==> src/rtl/rx_tx.sv <==
// Full-duplex UART transceiver: 8 data bits LSB first, even parity, one stop bit.
// RX and TX run independently from the same bit-period divider constant.
module rx_tx #(
  parameter int unsigned CLK_HZ = 25_000_000,
  parameter int unsigned BAUD   = 9600
) (
  input  logic       clk,
  input  logic       rst,
  input  logic       rx,
  input  logic       tx_vld,
  input  logic [7:0] tx_data,
  output logic       rx_vld,
  output logic [7:0] rx_data,
  output logic       tx,
  output logic       txrdy
);

  localparam int unsigned Div  = CLK_HZ / BAUD;
  localparam int unsigned CntW = $clog2(Div + 1);
  localparam logic [CntW-1:0] DivLast  = CntW'(Div - 1);
  localparam logic [CntW-1:0] HalfLast = CntW'(Div / 2 - 1);

  typedef enum logic [2:0] {RxIdle, RxStart, RxData, RxParity, RxStop} rx_state_e;
  typedef enum logic {TxIdle, TxBusy} tx_state_e;

  rx_state_e       rx_state_q;
  logic            rx_meta_q, rx_sync_q, rx_prev_q;
  logic [CntW-1:0] rx_cnt_q;
  logic [2:0]      rx_bit_q;
  logic [7:0]      rx_shift_q;
  logic            rx_par_q;
  logic            rx_vld_q;
  logic [7:0]      rx_data_q;

  tx_state_e       tx_state_q;
  logic [CntW-1:0] tx_cnt_q;
  logic [3:0]      tx_left_q;
  logic [9:0]      tx_shift_q;
  logic            tx_q;
  logic            txrdy_q;

  // Receiver: 2-FF synchroniser, falling-edge start detect, mid-bit sampling.
  always_ff @(posedge clk or negedge rst) begin
    if (!rst) begin
      rx_meta_q  <= 1'b1;
      rx_sync_q  <= 1'b1;
      rx_prev_q  <= 1'b1;
      rx_state_q <= RxIdle;
      rx_cnt_q   <= '0;
      rx_bit_q   <= '0;
      rx_shift_q <= '0;
      rx_par_q   <= 1'b0;
      rx_vld_q   <= 1'b0;
      rx_data_q  <= '0;
    end else begin
      rx_meta_q <= rx;
      rx_sync_q <= rx_meta_q;
      rx_prev_q <= rx_sync_q;
      rx_vld_q  <= 1'b0;
      unique case (rx_state_q)
        RxIdle: begin
          if (rx_prev_q && !rx_sync_q) begin
            rx_state_q <= RxStart;
            rx_cnt_q   <= '0;
          end
        end
        RxStart: begin
          if (rx_cnt_q == HalfLast) begin
            rx_cnt_q   <= '0;
            rx_bit_q   <= '0;
            rx_state_q <= rx_sync_q ? RxIdle : RxData;
          end else begin
            rx_cnt_q <= rx_cnt_q + 1'b1;
          end
        end
        RxData: begin
          if (rx_cnt_q == DivLast) begin
            rx_cnt_q   <= '0;
            rx_shift_q <= {rx_sync_q, rx_shift_q[7:1]};
            rx_bit_q   <= rx_bit_q + 1'b1;
            if (rx_bit_q == 3'd7) rx_state_q <= RxParity;
          end else begin
            rx_cnt_q <= rx_cnt_q + 1'b1;
          end
        end
        RxParity: begin
          if (rx_cnt_q == DivLast) begin
            rx_cnt_q   <= '0;
            rx_par_q   <= rx_sync_q;
            rx_state_q <= RxStop;
          end else begin
            rx_cnt_q <= rx_cnt_q + 1'b1;
          end
        end
        RxStop: begin
          if (rx_cnt_q == DivLast) begin
            rx_cnt_q <= '0;
            if (rx_sync_q && (rx_par_q == ^rx_shift_q)) begin
              rx_data_q <= rx_shift_q;
              rx_vld_q  <= 1'b1;
            end
            // Back to idle mid-stop so the next start edge is not missed.
            rx_state_q <= RxIdle;
          end else begin
            rx_cnt_q <= rx_cnt_q + 1'b1;
          end
        end
        default: rx_state_q <= RxIdle;
      endcase
    end
  end

  // Transmitter: start bit goes out on the accepting edge; stop, parity, data queued in a shifter.
  always_ff @(posedge clk or negedge rst) begin
    if (!rst) begin
      tx_state_q <= TxIdle;
      tx_cnt_q   <= '0;
      tx_left_q  <= '0;
      tx_shift_q <= '1;
      tx_q       <= 1'b1;
      txrdy_q    <= 1'b1;
    end else begin
      unique case (tx_state_q)
        TxIdle: begin
          if (tx_vld) begin
            tx_shift_q <= {1'b1, ^tx_data, tx_data};
            tx_q       <= 1'b0;
            txrdy_q    <= 1'b0;
            tx_cnt_q   <= '0;
            tx_left_q  <= 4'd10;
            tx_state_q <= TxBusy;
          end
        end
        TxBusy: begin
          if (tx_cnt_q == DivLast) begin
            tx_cnt_q <= '0;
            if (tx_left_q == 4'd0) begin
              tx_q       <= 1'b1;
              txrdy_q    <= 1'b1;
              tx_state_q <= TxIdle;
            end else begin
              tx_q       <= tx_shift_q[0];
              tx_shift_q <= {1'b1, tx_shift_q[9:1]};
              tx_left_q  <= tx_left_q - 1'b1;
            end
          end else begin
            tx_cnt_q <= tx_cnt_q + 1'b1;
          end
        end
        default: tx_state_q <= TxIdle;
      endcase
    end
  end

  assign rx_vld  = rx_vld_q;
  assign rx_data = rx_data_q;
  assign tx      = tx_q;
  assign txrdy   = txrdy_q;

endmodule

==> config.mk <==
export PLATFORM = sky130hd
export DESIGN_NAME = rx_tx
export DESIGN_NICKNAME = d
export VERILOG_FILES = /design/src/rtl/rx_tx.sv
export SDC_FILE = /design/constraint.sdc
export NUM_CORES = 1
export LEC_CHECK = 0
export ABC_AREA = 1
export CAP_MARGIN = 15
export CORE_ASPECT_RATIO = 1.75
export CORE_UTILIZATION = 53
export DETAILED_ROUTE_END_ITERATION = 6
export PLACE_DENSITY = 0.8
export SETUP_SLACK_MARGIN = 0.2
export SLEW_MARGIN = 30
export SYNTH_ARGS = -nofsm -noshare
export SYNTH_HDL_FRONTEND = slang
export SYNTH_SLANG_ARGS = --single-unit
==> constraint.sdc <==
create_clock -name clk -period 1.59 [get_ports clk]
set_input_delay 0.318 -clock clk [delete_from_list [all_inputs] [get_ports clk]]
set_output_delay 0.318 -clock clk [all_outputs]
set_load 0.02 [all_outputs]
==> results of run 1 <==
-- final cells by class --
cell class | instances | area share [%]
Clock buffer | 11 | 4.21
Clock inverter | 5 | 1.86
Inverter | 55 | 3.92
Multi-Input combinational cell | 324 | 41.7
Sequential cell | 67 | 30.7
Tap cell | 82 | 1.86
Timing Repair Buffer | 95 | 15.8
-- cell families after synthesis --
group,count (synthesis)
simple gates,233
compound gates,54
flops,67
fa+ha+maj,7
xor+xnor,18
buf+inv,62
mux,7
-- path summary, 6_finish.rpt --
| kind | start | endpoint | slack, ns | depth (start not counted) |
|---|---|---|---|---|
| worst max register to register | rx_cnt_q[1] | rx_state_q[1] | -0.17 | 9 |
| worst min register to register | rx_meta_q | rx_sync_q | 0.36 | 0 |
| worst min-delay path | rst | rx_cnt_q[8] | -0.03 | 2 |
| min in group clk | rx_meta_q | rx_sync_q | 0.36 | 0 |
| worst max-delay path | rx_cnt_q[1] | rx_state_q[1] | -0.17 | 9 |
| max in group asynchronous | rst | tx_shift_q[3] | 1.25 | 2 |
-- power by group --
group / total, mW / switching [mW] / leakage [nW] / internal, mW
Sequential: 1.85 / 0.0713 / 0.861 / 1.78
Clock: 2.29 / 0.761 / 0.160 / 1.53
Combinational: 1.52 / 0.921 / 1.53 / 0.603
-- flip-flops by register name (all words and copies together) (netlist names) --
name,cells
rx_bit_q,3
txrdy,1
rx_shift_q,8
rx_prev_q,1
rx_par_q,1
rx_meta_q,1
rx_state_q,3
tx_state_q,1
rx_sync_q,1
tx_shift_q,9
tx_left_q,4
rx_data,8
tx,1
rx_cnt_q,12
rx_vld,1
tx_cnt_q,12
-- layout by cell type, fill, tap and decap left out, types with 5 or more instances in the layout --
cell	Yosys	layout
nand4_1	5	5
nand3_1	38	16
o21ai_1	3	20
inv_1	50	36
nand3_2	0	18
nor3_2	3	7
xnor2_1	6	6
nand2_4	1	12
nand2_8	0	6
nor2_4	1	7
buf_6	0	13
xor2_1	12	11
nand2_2	1	32
buf_12	0	5
mux2i_1	7	7
dfstp_2	14	14
nor3_4	1	5
dfrtp_1	53	50
o21ai_2	0	15
dlygate4sd2_1	0	7
inv_2	5	17
clkbuf_16	0	9
nand2_1	139	96
nor2_1	25	19
buf_4	1	53
clkdlybuf4s50_1	0	10
-- critical path: cells and delay by family (launching register included) --
kind	cells	cell delay, ns
flip-flops	1	0.42
adder cells (fa/ha/maj)	1	0.17
AND/OR/NAND/NOR	5	0.75
buffers and inverters	2	0.21
AO/OA/AOI/OAI	1	0.09
-- what timing repair did --
action / 4_1_cts / 5_1_grt
gates cloned: 3 / 2
pin swaps: 28 / 48
hold buffers: 0 / 0
setup endpoints to repair: 69 / 63
buffers inserted: 17 / 25
gates resized for setup: 88 / 127
-- stage by stage --
step	setup slack (ns)	TNS [ns]	utilization [%]	total power [mW]	std cells
after floorplan	-0.0416	-0.333	-	2.43	448
after global placement	-0.00783	-0.00783	63.2	2.81	576
after detailed placement	-0.0359	-0.276	63.2	2.84	576
after CTS	-0.0155	-0.0155	74.4	5.23	612
after global routing	-0.196	-3.46	84.5	5.82	639
final	-0.174	-1.31	84.5	5.67	639
-- per-layer routing --
layer / vias to the layer above / track usage (%) / wire (um)
met1: 1871 / 29.1 / 4280
met4: 0 / 21.5 / 756
met5: - / 0 / 0
met2: 209 / 52.3 / 6870
li1: 1677 / - / -
met3: 78 / 4.03 / 741
==> qor.csv, run 1 <==
metric,value,unit
run_status,"finished, violations left",
violations,"negative hold slack, negative setup slack",
yosysSeqAreaShare,47.4,%
initial_core_util,54.7,%
grt_pass1_vias,3553,
drt_iter0_drc,319,
synth_flop_cell,dfrtp_1,
numClockSinks,67,
placed_cell_area,0.00413,mm2
synth.most_common_cell,nand2_1,
leakage,2.55,nW
root_buffer,clkbuf_16,
synthDominantCellAreaShare,37.1,%
critPathMaxFanout,4,
cpPeakStageDelay,0.42,ns
crit_chain,"buf_4, inv_2, ha_2, and3_4, nand3_4, nand2_4, nand3b_1, nand2_1, o21ai_1",
end_kind,flop,
holdCritPathClass,input port to async pin,
final_nets,571,
yosys-mux-area-fraction,1.96,%
track_usage,29.1,%
routed_via_density,6.00,
synthesis.instances,448,
required,1.80,ns
syn_area,0.00357,mm2
yosysTopAreaCell,dfrtp_1,
synth_compound_area_share,8.12,%
cts_buffers,9,
synth_edf_count,0,
diodes,0,
start_kind,flop,
synthArstFlopShare,100,%
dp_hpwl,5590,um
worstPathArrival,1.98,ns
gp_congestion,0.948,
final_area,0.00553,mm2
synth-seq-cells,67,
synthTopCellsByArea,"dfrtp_1 37%, nand2_1 15%, dfstp_2 10%",
row_count,39,
num_vias,3835,
die_area,0.00709,mm2
worst_pin_slew,0.416,ns
synth-simple-area-share,28.9,%
cts_tree,yes,
worstSkewPairLatency,0.34,ns
grt_max_degree,68,
areaGrowthSynthToFinish,54.6,%
synth_top_family_by_area,simple AND/OR/NAND/NOR gates,
path_class,flop to flop,
fillCellCount,295,
ys_top_cells_by_count,"139 x nand2_1, 53 x dfrtp_1, 50 x inv_1",
wl_per_cell,19.8,um
yosys.cell_types.count,34,
die_x,64.1,um
overflow,0,
timing.fmax,0.567,GHz
core,0.00654,mm2
timing.final.ws_setup,-0.174,ns
yosysWarnings,0,
vdd_drop_max,1.21,mV
ant_nets,0,
drive_gt1_share,44.0,%
ioPinCount,23,
drv_slew,0,
drc_errors,0,
post-route-period-util,111,%
synth_xor_area_share,4.41,%
critPathSlowestCell,dfrtp_1,
htree_levels,3,
antenna_found_initial,0,
port_buffers,22,
hold_viol_final,14,
routed_wl,12600,um
rsz0062_at_grt,true,
worst_hold_slack,-0.0287,ns
drtPass1Iterations,5,
multiInputGateArea,0.00230,mm2
powerDensity,1030,mW/mm2
syn_area_per_cell,7.98,um2
fin_crit,1.76,ns
finClkSkew,0.00802,ns
grt_pass1_wl,15700,um
ctsLongestPathBuffers,2,
drv_cap,0,
die_h,111,um
yosys.area_share.adder,2.45,%
syn_nets,467,
slew_headroom,72.0,%
final-setup-viol-count,25,
seq_area,0.00170,mm2
clk_pin_slew,0.06,ns
(Power assumes the default switching activity.)
==> run 2, diff against run 1 <==
SETUP_SLACK_MARGIN = 0.3   (was 0.2)
==> qor.csv, run 2 (same netlist as run 1, synthesis figures left out) <==
metric,value,unit
numClockSinks,67,
drv_slew,0,
areaGrowthSynthToFinish,49.9,%
mostFrequentLayoutCells,"102 x nand2_1, 50 x buf_4, 48 x dfrtp_1, 36 x inv_1, 27 x nand3_1",
die_x,64.1,um
required,1.84,ns
wl_per_cell,18.7,um
dp_hpwl,5660,um
p_sw,1.81,mW
drt_iter0_drc,363,
routed_wl,11900,um
critPathSlowestCell,dfrtp_1,
port_buffers,22,
worstSkewPairLatency,0.34,ns
seqPwrFrac,33.5,%
ctsLongestPathBuffers,2,
finClkSkew,0.00694,ns
grt_pass1_vias,3722,
powerDensity,1030,mW/mm2
initial_core_util,54.7,%
drtPass1Iterations,5,
num_vias,3743,
overflow,0,
routed_via_density,5.89,
die_h,111,um
ant_nets,0,
ioPinCount,23,
track_usage,31.3,%
cts_tree,yes,
die_area,0.00709,mm2
path_class,flop to flop,
post-route-period-util,112,%
htree_levels,3,
run_status,"finished, violations left",
start_kind,flop,
vdd_drop_max,0.975,mV
final_common_cell,nand2_1,
power.share.clock,34.2,%
rsz0062_at_grt,true,
fin_crit,1.77,ns
worst_pin_slew,0.423,ns
top_regs,"rx_cnt_q (12), tx_cnt_q (12), tx_shift_q (9)",
critPathMaxFanout,5,
crit_chain,"ha_2, nand3_2, nor3_4, nand2_2, buf_6, nor2_8, buf_4, buf_12, nand2_1, o21ai_1",
grt_max_degree,68,
final_nets,567,
p_int,3.69,mW
worst_hold_slack,-0.0260,ns
power,5.49,mW
antenna_found_initial,0,
cpPeakStageDelay,0.36,ns
p_comb_share,32.3,%
grt_pass1_wl,16800,um
cts_buffers,9,
hold_viol_final,14,
violations,"negative hold slack, negative setup slack",
drv_cap,0,
leakage,2.56,nW
worstPathArrival,2.02,ns
core,0.00654,mm2
diodes,0,
end_kind,flop,
final-setup-viol-count,29,
gp_congestion,0.900,
slew_headroom,71.6,%
root_buffer,clkbuf_16,
timing.final.ws_setup,-0.185,ns
drc_errors,0,
clk_pin_slew,0.06,ns
switching_share,32.9,%
timing.fmax,0.564,GHz
setup_tns,-1.49,ns
row_count,39,
holdCritPathClass,input port to async pin,
ctsHoldBuffers,0,
drive_gt1_share,42.9,%
fillCellCount,350,
run 2: changes by cell type in the layout (fill, tap and decap cells not counted), moves of 4 or more:
cell and change:
nand2_8 -6, dlygate4sd2_1 -7, nand2_4 +11, nand2_2 -15, buf_6 +6, buf_2 +6, nand2_1 +6, nor3_2 -4
nand3_2 -9, nand3_1 +11
run 2: path summary, 6_finish.rpt:
path,slack [ns],cells after the start,end,startpoint
max,-0.18,10,rx_shift_q[0],rx_cnt_q[0]
min,-0.03,2,rx_cnt_q[5],rst
max reg2reg,-0.18,10,rx_shift_q[0],rx_cnt_q[0]
min in group clk,0.36,0,rx_sync_q,rx_meta_q
max in group asynchronous,1.27,2,tx_shift_q[2],rst
min reg2reg,0.36,0,rx_sync_q,rx_meta_q
run 2: critical path: cells and delay by family, from the launching register on:
kind | cells | cell delay, ns
AO/OA/AOI/OAI | 1 | 0.13
AND/OR/NAND/NOR | 5 | 0.57
adder cells (fa/ha/maj) | 1 | 0.21
flip-flops | 1 | 0.36
buffers and inverters | 3 | 0.40
run 2: repair_timing:
action                     CTS  global route
buffers inserted            26            13
setup endpoints to repair   72            67
gates resized for setup    122           109
cloned                       3             0
pin swaps                   20            26
run 2: stage by stage:
step,util [%],setup WS (ns),cell area [um2],std cells
floorplan,-,-0.0416,3640,448
global placement,63.6,0.00387,4160,577
detailed placement,63.6,-0.0131,4160,577
CTS,75.0,0.0226,4900,622
global route,81.9,-0.304,5360,635
finish,81.9,-0.185,5360,635
run 2: cell type report:
| type | instances | area, um2 | share of cell area, % |
|---|---|---|---|
| Multi-Input combinational cell | 320 | 2190 | 40.9 |
| Sequential cell | 67 | 1700 | 31.7 |
| Timing Repair Buffer | 95 | 866 | 16.2 |
| Clock buffer | 12 | 256 | 4.79 |
| Inverter | 55 | 216 | 4.04 |
| Tap cell | 82 | 103 | 1.91 |
| Clock inverter | 4 | 25.0 | 0.467 |
run 2: power groups by stage:
| stage | clock network, mW | registers [mW] | logic [mW] |
|---|---|---|---|
| final | 1.88 | 1.84 | 1.77 |
| after floorplan | 0 | 1.87 | 0.564 |
| after global routing | 1.96 | 1.84 | 1.87 |
| after detailed placement | 0 | 1.87 | 1.04 |
| after CTS | 1.89 | 1.83 | 1.40 |
| after global placement | 0 | 1.87 | 1.02 |
run 2: routing by layer:
metal / routed length [um] / GRT usage, %
met1: 4020 / 31.6
met3: 672 / 5.37
met5: 0 / 0
met4: 680 / 19.4
met2: 6510 / 57.3
==> run 3, diff against run 2 <==
CORE_MARGIN = 4   (was default)
SKIP_CTS_REPAIR_TIMING = 1   (was default)
==> qor.csv, run 3 (same netlist as run 1, synthesis figures left out) <==
metric,value,unit
run_status,"finished, violations left",
violations,negative setup slack,
required,1.80,ns
leakage,2.53,nW
final_cell_count_no_fill,616,
multiInputGateArea,0.00195,mm2
r2r-end,rx_state_q[1],
r2r_start,rx_cnt_q[0],
drive_gt1_share,30.1,%
met2_usage,40.6,%
areaGrowthSynthToFinish,38.9,%
ctsLongestPathBuffers,2,
grt_pass1_wl,13600,um
cpPeakStageDelay,0.37,ns
holdCritPathClass,flop to flop,
worst_pin_slew,0.363,ns
ioPinCount,23,
worst_hold_slack,0.358,ns
finClkSkew,0.00481,ns
rsz0062_at_grt,true,
hp-start,rx_meta_q,
drc_errors,0,
die_x,70.1,um
row_count,39,
path_class,flop to flop,
grtUsageMet1,20.6,%
final_area,0.00497,mm2
port_buffers,22,
antenna_found_initial,0,
numClockSinks,67,
timing.fmax,0.606,GHz
initial_core_util,54.7,%
grt_max_degree,68,
powerDensity,1060,mW/mm2
routed_wl,9280,um
crit_top_cell,nand2_1,
busiest_layer,met2,
clk_pin_slew,0.05,ns
final_nets,548,
crit_chain,"ha_2, nand3_2, nor3_4, nand2_2, nand2_1, nand3b_1, nand2_1, o21ai_0",
cts_tree,yes,
fin_crit,1.65,ns
utilization,75.9,%
root_buffer,clkbuf_16,
routed_via_density,5.49,
placedCellCount,579,
vdd_drop_max,0.828,mV
start_kind,flop,
setup_tns,-0.0812,ns
ant_nets,0,
diodes,0,
die_h,117,um
overflow,0,
final-setup-viol-count,4,
cts_buffers,9,
core,0.00654,mm2
gp_congestion,0.920,
fillCellCount,428,
r2r_slack,-0.06,ns
drv_cap,0,
critPathMaxFanout,4,
num_vias,3381,
top_regs,"rx_cnt_q (12), tx_cnt_q (12), tx_shift_q (9)",
worstHoldPathCells,0,
worstPathArrival,1.86,ns
htree_levels,3,
placed_cell_area,0.00416,mm2
hold_viol_final,0,
post-route-period-util,104,%
whs_endpoint,rx_sync_q,
die_area,0.00817,mm2
seq_area,0.00170,mm2
worstSkewPairLatency,0.34,ns
end_kind,flop,
drtPass1Iterations,4,
mostFrequentLayoutCells,"121 x nand2_1, 51 x dfrtp_1, 43 x inv_1, 41 x buf_4, 31 x nand3_1",
critPathSlowestCell,dfrtp_1,
slew_headroom,75.8,%
final_common_cell,nand2_1,
timing.final.ws_setup,-0.0600,ns
drt_iter0_drc,194,
worstRegToRegCells,8,
dp_hpwl,5640,um
track_usage,21.2,%
met3_usage,4.65,%
wl_per_cell,15.1,um
drv_slew,0,
grt_pass1_vias,3213,
==> run 3: layout make-up <==
type / instances / share of cell area (%)
Timing Repair Buffer: 75 / 13.9
Multi-Input combinational cell: 321 / 39.2
Clock buffer: 11 / 4.69
Clock inverter: 5 / 1.56
Tap cell: 82 / 2.07
Inverter: 55 / 4.43
Sequential cell: 67 / 34.2
==> run 3: worst max path at each step <==
stage	from	endpoint
after floorplan	rx_cnt_q[0]	rx_data[0]
after global placement	rx_sync_q	rx_cnt_q[11]
after detailed placement	tx_vld	tx_shift_q[8]
after CTS	txrdy	txrdy
after global routing	rx_cnt_q[0]	rx_state_q[1]
final	rx_cnt_q[0]	rx_state_q[1]
==> run 3: where the power goes <==
| group | switching [mW] | leakage, nW | total (mW) | internal, mW |
|---|---|---|---|---|
| registers | 0.0722 | 0.862 | 1.85 | 1.78 |
| clock network | 0.741 | 0.150 | 2.11 | 1.37 |
| logic | 0.759 | 1.52 | 1.29 | 0.531 |
==> run 3: routing by layer <==
layer  up-vias  share of wire [%]
met2        84                 56
met1      1658                 37
met4         0                3.3
met3        24                3.5
met5         -                  0
li1       1615                  -
==> run 3: stage by stage <==
step,power (mW),setup WS (ns)
floorplan,2.43,-0.0416
global placement,2.82,-0.0468
detailed placement,2.85,-0.0609
CTS,4.98,-0.207
global route,5.46,-0.198
finish,5.25,-0.0600
==> run 3: worst max-delay path: cells and delay by family, from the launching register on <==
kind,cells,cell delay [ns]
AND/OR/NAND/NOR,6,0.86
AO/OA/AOI/OAI,1,0.09
adder cells (fa/ha/maj),1,0.21
flip-flops,1,0.37
